$ cat src/rtl/oclib_async_req_ack_to_ready_valid.sv
// Receive side of a 4-phase req/ack CDC link.
// The word is captured from the sender domain into a 2-entry buffer and presented as ready/valid.
module oclib_async_req_ack_to_ready_valid #(
    parameter int Width         = 8,
    parameter int SyncStages    = 2,
    parameter bit ResetSync     = 1'b0,
    parameter int ResetPipeline = 0
) (
    input  logic             clock,
    input  logic             reset,
    input  logic [Width-1:0] inData,
    input  logic             inReq,
    output logic             inAck,
    output logic [Width-1:0] outData,
    output logic             outValid,
    input  logic             outReady
);

    typedef enum logic {StIdle, StAck} state_t;

    logic w_rst_sync_n;
    logic w_rst_n;

    // Reset assertion is always asynchronous; only the release is retimed here.
    generate
        if (ResetSync) begin : g_rst_sync
            logic [1:0] r_rst_sync;
            always_ff @(posedge clock or negedge reset) begin
                if (!reset) r_rst_sync <= '0;
                else        r_rst_sync <= {r_rst_sync[0], 1'b1};
            end
            assign w_rst_sync_n = r_rst_sync[1];
        end else begin : g_rst_direct
            assign w_rst_sync_n = reset;
        end

        if (ResetPipeline > 0) begin : g_rst_pipe
            logic [ResetPipeline:1] r_rst_pipe;
            always_ff @(posedge clock or negedge reset) begin
                if (!reset) begin
                    r_rst_pipe <= '0;
                end else begin
                    r_rst_pipe[1] <= w_rst_sync_n;
                    for (int i = 2; i <= ResetPipeline; i++) r_rst_pipe[i] <= r_rst_pipe[i-1];
                end
            end
            assign w_rst_n = r_rst_pipe[ResetPipeline];
        end else begin : g_rst_nopipe
            assign w_rst_n = w_rst_sync_n;
        end
    endgenerate

    logic [SyncStages-1:0] r_req_sync;
    logic                  w_req_sync;
    state_t                r_state;
    state_t                w_state_next;
    logic                  r_ack;
    logic                  w_ack_next;
    logic [1:0]            r_count;
    logic [Width-1:0]      r_head;
    logic [Width-1:0]      r_tail;
    logic                  w_push;
    logic                  w_pop;

    always_ff @(posedge clock or negedge w_rst_n) begin
        if (!w_rst_n) begin
            r_req_sync <= '0;
        end else begin
            r_req_sync[0] <= inReq;
            for (int i = 1; i < SyncStages; i++) r_req_sync[i] <= r_req_sync[i-1];
        end
    end

    assign w_req_sync = r_req_sync[SyncStages-1];
    assign w_pop      = (r_count != 2'd0) && outReady;

    // A pop on the same edge frees a slot, so a full buffer may still accept.
    always_comb begin
        w_state_next = r_state;
        w_ack_next   = r_ack;
        w_push       = 1'b0;
        case (r_state)
            StIdle: begin
                if (w_req_sync && ((r_count != 2'd2) || w_pop)) begin
                    w_push       = 1'b1;
                    w_ack_next   = 1'b1;
                    w_state_next = StAck;
                end
            end
            StAck: begin
                if (!w_req_sync) begin
                    w_ack_next   = 1'b0;
                    w_state_next = StIdle;
                end
            end
            default: begin
                w_state_next = StIdle;
                w_ack_next   = 1'b0;
            end
        endcase
    end

    always_ff @(posedge clock or negedge w_rst_n) begin
        if (!w_rst_n) begin
            r_state <= StIdle;
            r_ack   <= 1'b0;
            r_count <= 2'd0;
            r_head  <= '0;
        end else begin
            r_state <= w_state_next;
            r_ack   <= w_ack_next;
            case ({w_push, w_pop})
                2'b10: begin
                    if (r_count == 2'd0) r_head <= inData;
                    r_count <= r_count + 2'd1;
                end
                2'b01: begin
                    if (r_count == 2'd2) r_head <= r_tail;
                    r_count <= r_count - 2'd1;
                end
                2'b11: r_head <= (r_count == 2'd2) ? r_tail : inData;
                default: ;
            endcase
        end
    end

    // Second slot only ever feeds the head, so it carries no reset.
    always_ff @(posedge clock) begin
        if (w_push && (((r_count == 2'd1) && !w_pop) || ((r_count == 2'd2) && w_pop)))
            r_tail <= inData;
    end

    assign inAck    = r_ack;
    assign outData  = r_head;
    assign outValid = (r_count != 2'd0);

endmodule

$ cat config.mk
export PLATFORM = sky130hd
export DESIGN_NAME = oclib_async_req_ack_to_ready_valid
export DESIGN_NICKNAME = d
export VERILOG_FILES = /design/src/rtl/oclib_async_req_ack_to_ready_valid.sv
export SDC_FILE = /design/constraint.sdc
export NUM_CORES = 1
export LEC_CHECK = 0
export CAP_MARGIN = 0
export CORE_MARGIN = 2
export CORE_UTILIZATION = 44
export DETAILED_ROUTE_END_ITERATION = 7
export HOLD_SLACK_MARGIN = 0.06
export PLACE_DENSITY = 0.81
export SYNTH_ARGS = -nofsm -noshare
export SYNTH_HDL_FRONTEND = slang
export SYNTH_SLANG_ARGS = --single-unit
$ cat constraint.sdc
create_clock -name clock -period 1.9 [get_ports clock]
set_input_delay 0.285 -clock clock [delete_from_list [all_inputs] [get_ports clock]]
set_output_delay 0.285 -clock clock [all_outputs]
set_load 0.005 [all_outputs]
==> run_results.csv <==
group,metric,value,unit
routing,totalWireLength,2220,um
logic_synthesis,postSynth.asyncResetShare,0.636,
worst_setup_path,timing.rr.end,"outData[6]",
worst_setup_path,cp_cell_sequence,"inv_2, ha_4, nand2b_4, inv_1, ha_4, buf_4, a21oi_2, nor2_4, a22oi_1, a21oi_1",
worst_setup_path,crit_type,"register to register",
die,core,2190,um2
sta,finalHoldViolCount,0,
finish,fin_nets,142,
logic_synthesis,yosys.area.top_type_share,0.346,
outcome,status,"finished with violations",
die,die_w,52.0,um
clock_network,clock_latency,0.31,ns
placement,gp_congestion,0.732,
global_route,antenna_found_initial,0,
worst_setup_path,cp_top_family,"simple AND/OR/NAND/NOR gates",
worst_setup_path,crit_path_max_fanout,8,
routing,vias,768,
logic_synthesis,ys_seq_elements,22,
finish,antenna_cells,0,
die,die_h,52.0,um
routing,dr.first_iter.drc_count,15,
worst_setup_path,crit_path_frequent_cell,"ha_4",
clock_network,numCtsBuffers,3,
logic_synthesis,synth-edff-count,8,
worst_setup_path,critPathLaunchType,"register",
logic_synthesis,synth_common_cells,"dfrtp_1 (14), a21oi_1 (10)",
finish,drive_gt1_frac,0.405,
sta,slew_headroom,0.592,
placement,io_buffer_count,21,
sta,finalClockSkew,0.00996,ns
sta,finalWorstSetupSlack,-0.00830,ns
logic_synthesis,syn-num-nets,102,
worst_setup_path,r2r_cells,10,
routing,drc,0,
worst_setup_path,r2r_setup_slack,-0.008,ns
clock_network,cts_tree,"built",
outcome,violations,"negative setup slack",
routing,viasPerCell,5.15,
placement,hpwl,1480,um
die,start_util,0.462,
worst_setup_path,crit_slowest_cell,"dfrtp_1",
pwr,finalPower,2310,uW
global_route,grt_max_degree,15,
sta,max_freq,0.524,GHz
sta,min_period_over_period,1.00,
logic_synthesis,synth_area_leaders,"dfrtp_1 (35%), edfxtp_1 (24%), ha_1 (9.9%)",
logic_synthesis,seq_area_frac_synth,0.583,
logic_synthesis,avgSynthCellArea,12.3,um2
sta,fin_crit,1.91,ns
pwr,power_density,1500,nW/um2
sta,tightest_slew,0.611,ns
logic_synthesis,postSynthCellCount,82,
die,die_area,2700,um2
global_route,grt_usage,0.185,
finish,design_area,1540,um2
logic_synthesis,ys.flop_type,"dfrtp_1",
die,rows,17,
clock_network,path_clk_slew,0.12,ns
sta,tns,-0.00943,ns
clock_network,ctsHoldBuffers,0,
clock_network,cts.sinks,22,
finish,seqCellArea,591,um2
global_route,overflow,0,
clock_network,cts_max_level,1,
worst_setup_path,critical_path_required,2.14,ns
sta,rsz0062_at_grt,"yes",
routing,ant_nets,0,
placement,place_area,1340,um2
logic_synthesis,yosysWarnings,0,
pwr,power_leakage,0.000623,uW
global_route,first_global_vias,786,
logic_synthesis,synth.distinct_cells,21,
routing,firstDrtPassIters,4,
die,top_level_ports,22,
worst_setup_path,end_kind,"register",
sta,slew_viol_final,0,
logic_synthesis,yosysTopAreaCell,"dfrtp_1",
worst_setup_path,slowest_delay,0.39,ns
pwr,ir_worst_vdd,0.000824,V
flow_run,maxCapViolCount,0,
sta,finalSetupViolCount,2,
worst_setup_path,r2r-start,"r_count[0]",
finish,multi_input_area,498,um2
clock_network,root_buffer,"clkbuf_4",
finish,nFillCells,152,
clock_network,clockBufferDepth,2,
worst_setup_path,cp_num_buf_inv,3,
worst_hold_path,hp-class,"primary input to asynchronous set/reset pin",
worst_setup_path,cp.depth,10,
worst_setup_path,cp-startpoint,"r_count[0]",
logic_synthesis,syn_area,1010,um2
global_route,grt_pass1_wl,3550,um
routing,post_drt_wl_per_cell,14.9,um
finish,areaGrowthSynthToFinish,51.9,%
worst_setup_path,worstPathArrival,2.14,ns
logic_synthesis,synth_most_common_cell,"dfrtp_1",
worst_setup_path,crit_end,"outData[6]",
==> registers in the layout (all words and copies together), names as in the netlist <==
signal      count
r_req_sync      2
r_state         1
outData         8
r_count         2
r_tail          8
inAck           1
==> worst register-to-register path: cells and delay by family (launching register included) <==
| kind | cells | cell delay [ns] |
|---|---|---|
| buf+inv | 3 | 0.36 |
| flops | 1 | 0.39 |
| compound gates | 3 | 0.33 |
| simple gates | 2 | 0.40 |
| fa+ha+maj | 2 | 0.36 |
==> worst min-delay path by stage <==
| stage | from | end | cells after the start |
|---|---|---|---|
| 3_5_place_dp | r_req_sync[0] | r_req_sync[1] | 0 |
| 4_1_cts | reset | outData[1] | 1 |
| 2_1_floorplan | reset | inAck | 0 |
| 3_3_place_gp | r_req_sync[0] | r_req_sync[1] | 0 |
| 5_1_grt | reset | outData[7] | 1 |
| 6_report | reset | outData[1] | 1 |
==> cell usage in the layout, fill, tap and decap left out, types with 4 or more instances in the layout <==
master / synthesis / routed
clkdlybuf4s50_1: 0 / 21
dfrtp_1: 14 / 14
buf_4: 0 / 12
edfxtp_1: 8 / 8
a21oi_1: 10 / 7
nor2_1: 8 / 5
a21oi_2: 2 / 5
a22oi_2: 0 / 5
nor2_2: 2 / 4
==> what timing repair did <==
item / 4_1_cts / 5_1_grt
buffers inserted: 4 / 3
setup endpoints to repair: 8 / 9
resized for setup: 9 / 14
gates cloned: 1 / 0
pin swaps: 2 / 6
==> through the flow <==
step                utilization  hold WS, ns  cells  worst slack (ns)
floorplan                     -      -0.0106     82           0.00797
global placement          0.611        0.335    137           -0.0491
detailed placement        0.611        0.337    137            -0.116
CTS                       0.670        0.360    146           0.00476
global route              0.702        0.382    149           -0.0881
finish                    0.702        0.341    149          -0.00830
==> area by class of cell <==
type	count	area share
Inverter	7	0.0187
Sequential cell	22	0.384
Clock inverter	1	0.00244
Clock buffer	3	0.0146
Timing Repair Buffer	36	0.234
Tap cell	28	0.0228
Multi-Input combinational cell	52	0.324
==> report_power, final <==
| group | switching, uW | total, uW | internal (uW) |
|---|---|---|---|
| registers | 93.9 | 736 | 642 |
| clock network | 138 | 215 | 76.8 |
| logic | 609 | 1360 | 752 |
| total | 840 | 2310 | 1470 |
==> kinds of logic (layout without fill, tap and decap cells) <==
| kind of cell | after synthesis | after routing | share of synthesized area |
|---|---|---|---|
| simple gates | 17 | 17 | 0.0865 |
| compound gates | 26 | 26 | 0.185 |
| buf+inv | 8 | 47 | 0.0371 |
| fa+ha+maj | 8 | 8 | 0.0989 |
| flops | 22 | 22 | 0.583 |
| xor+xnor | 1 | 1 | 0.00865 |
==> per-layer routing <==
| metal | wire length [um] | track usage |
|---|---|---|
| met5 | 0 | 0 |
| met4 | 35 | 0.0921 |
| met3 | 49 | 0.0259 |
| met2 | 1120 | 0.314 |
| met1 | 1020 | 0.228 |
Note: power is estimated with default switching activity, not from simulation.
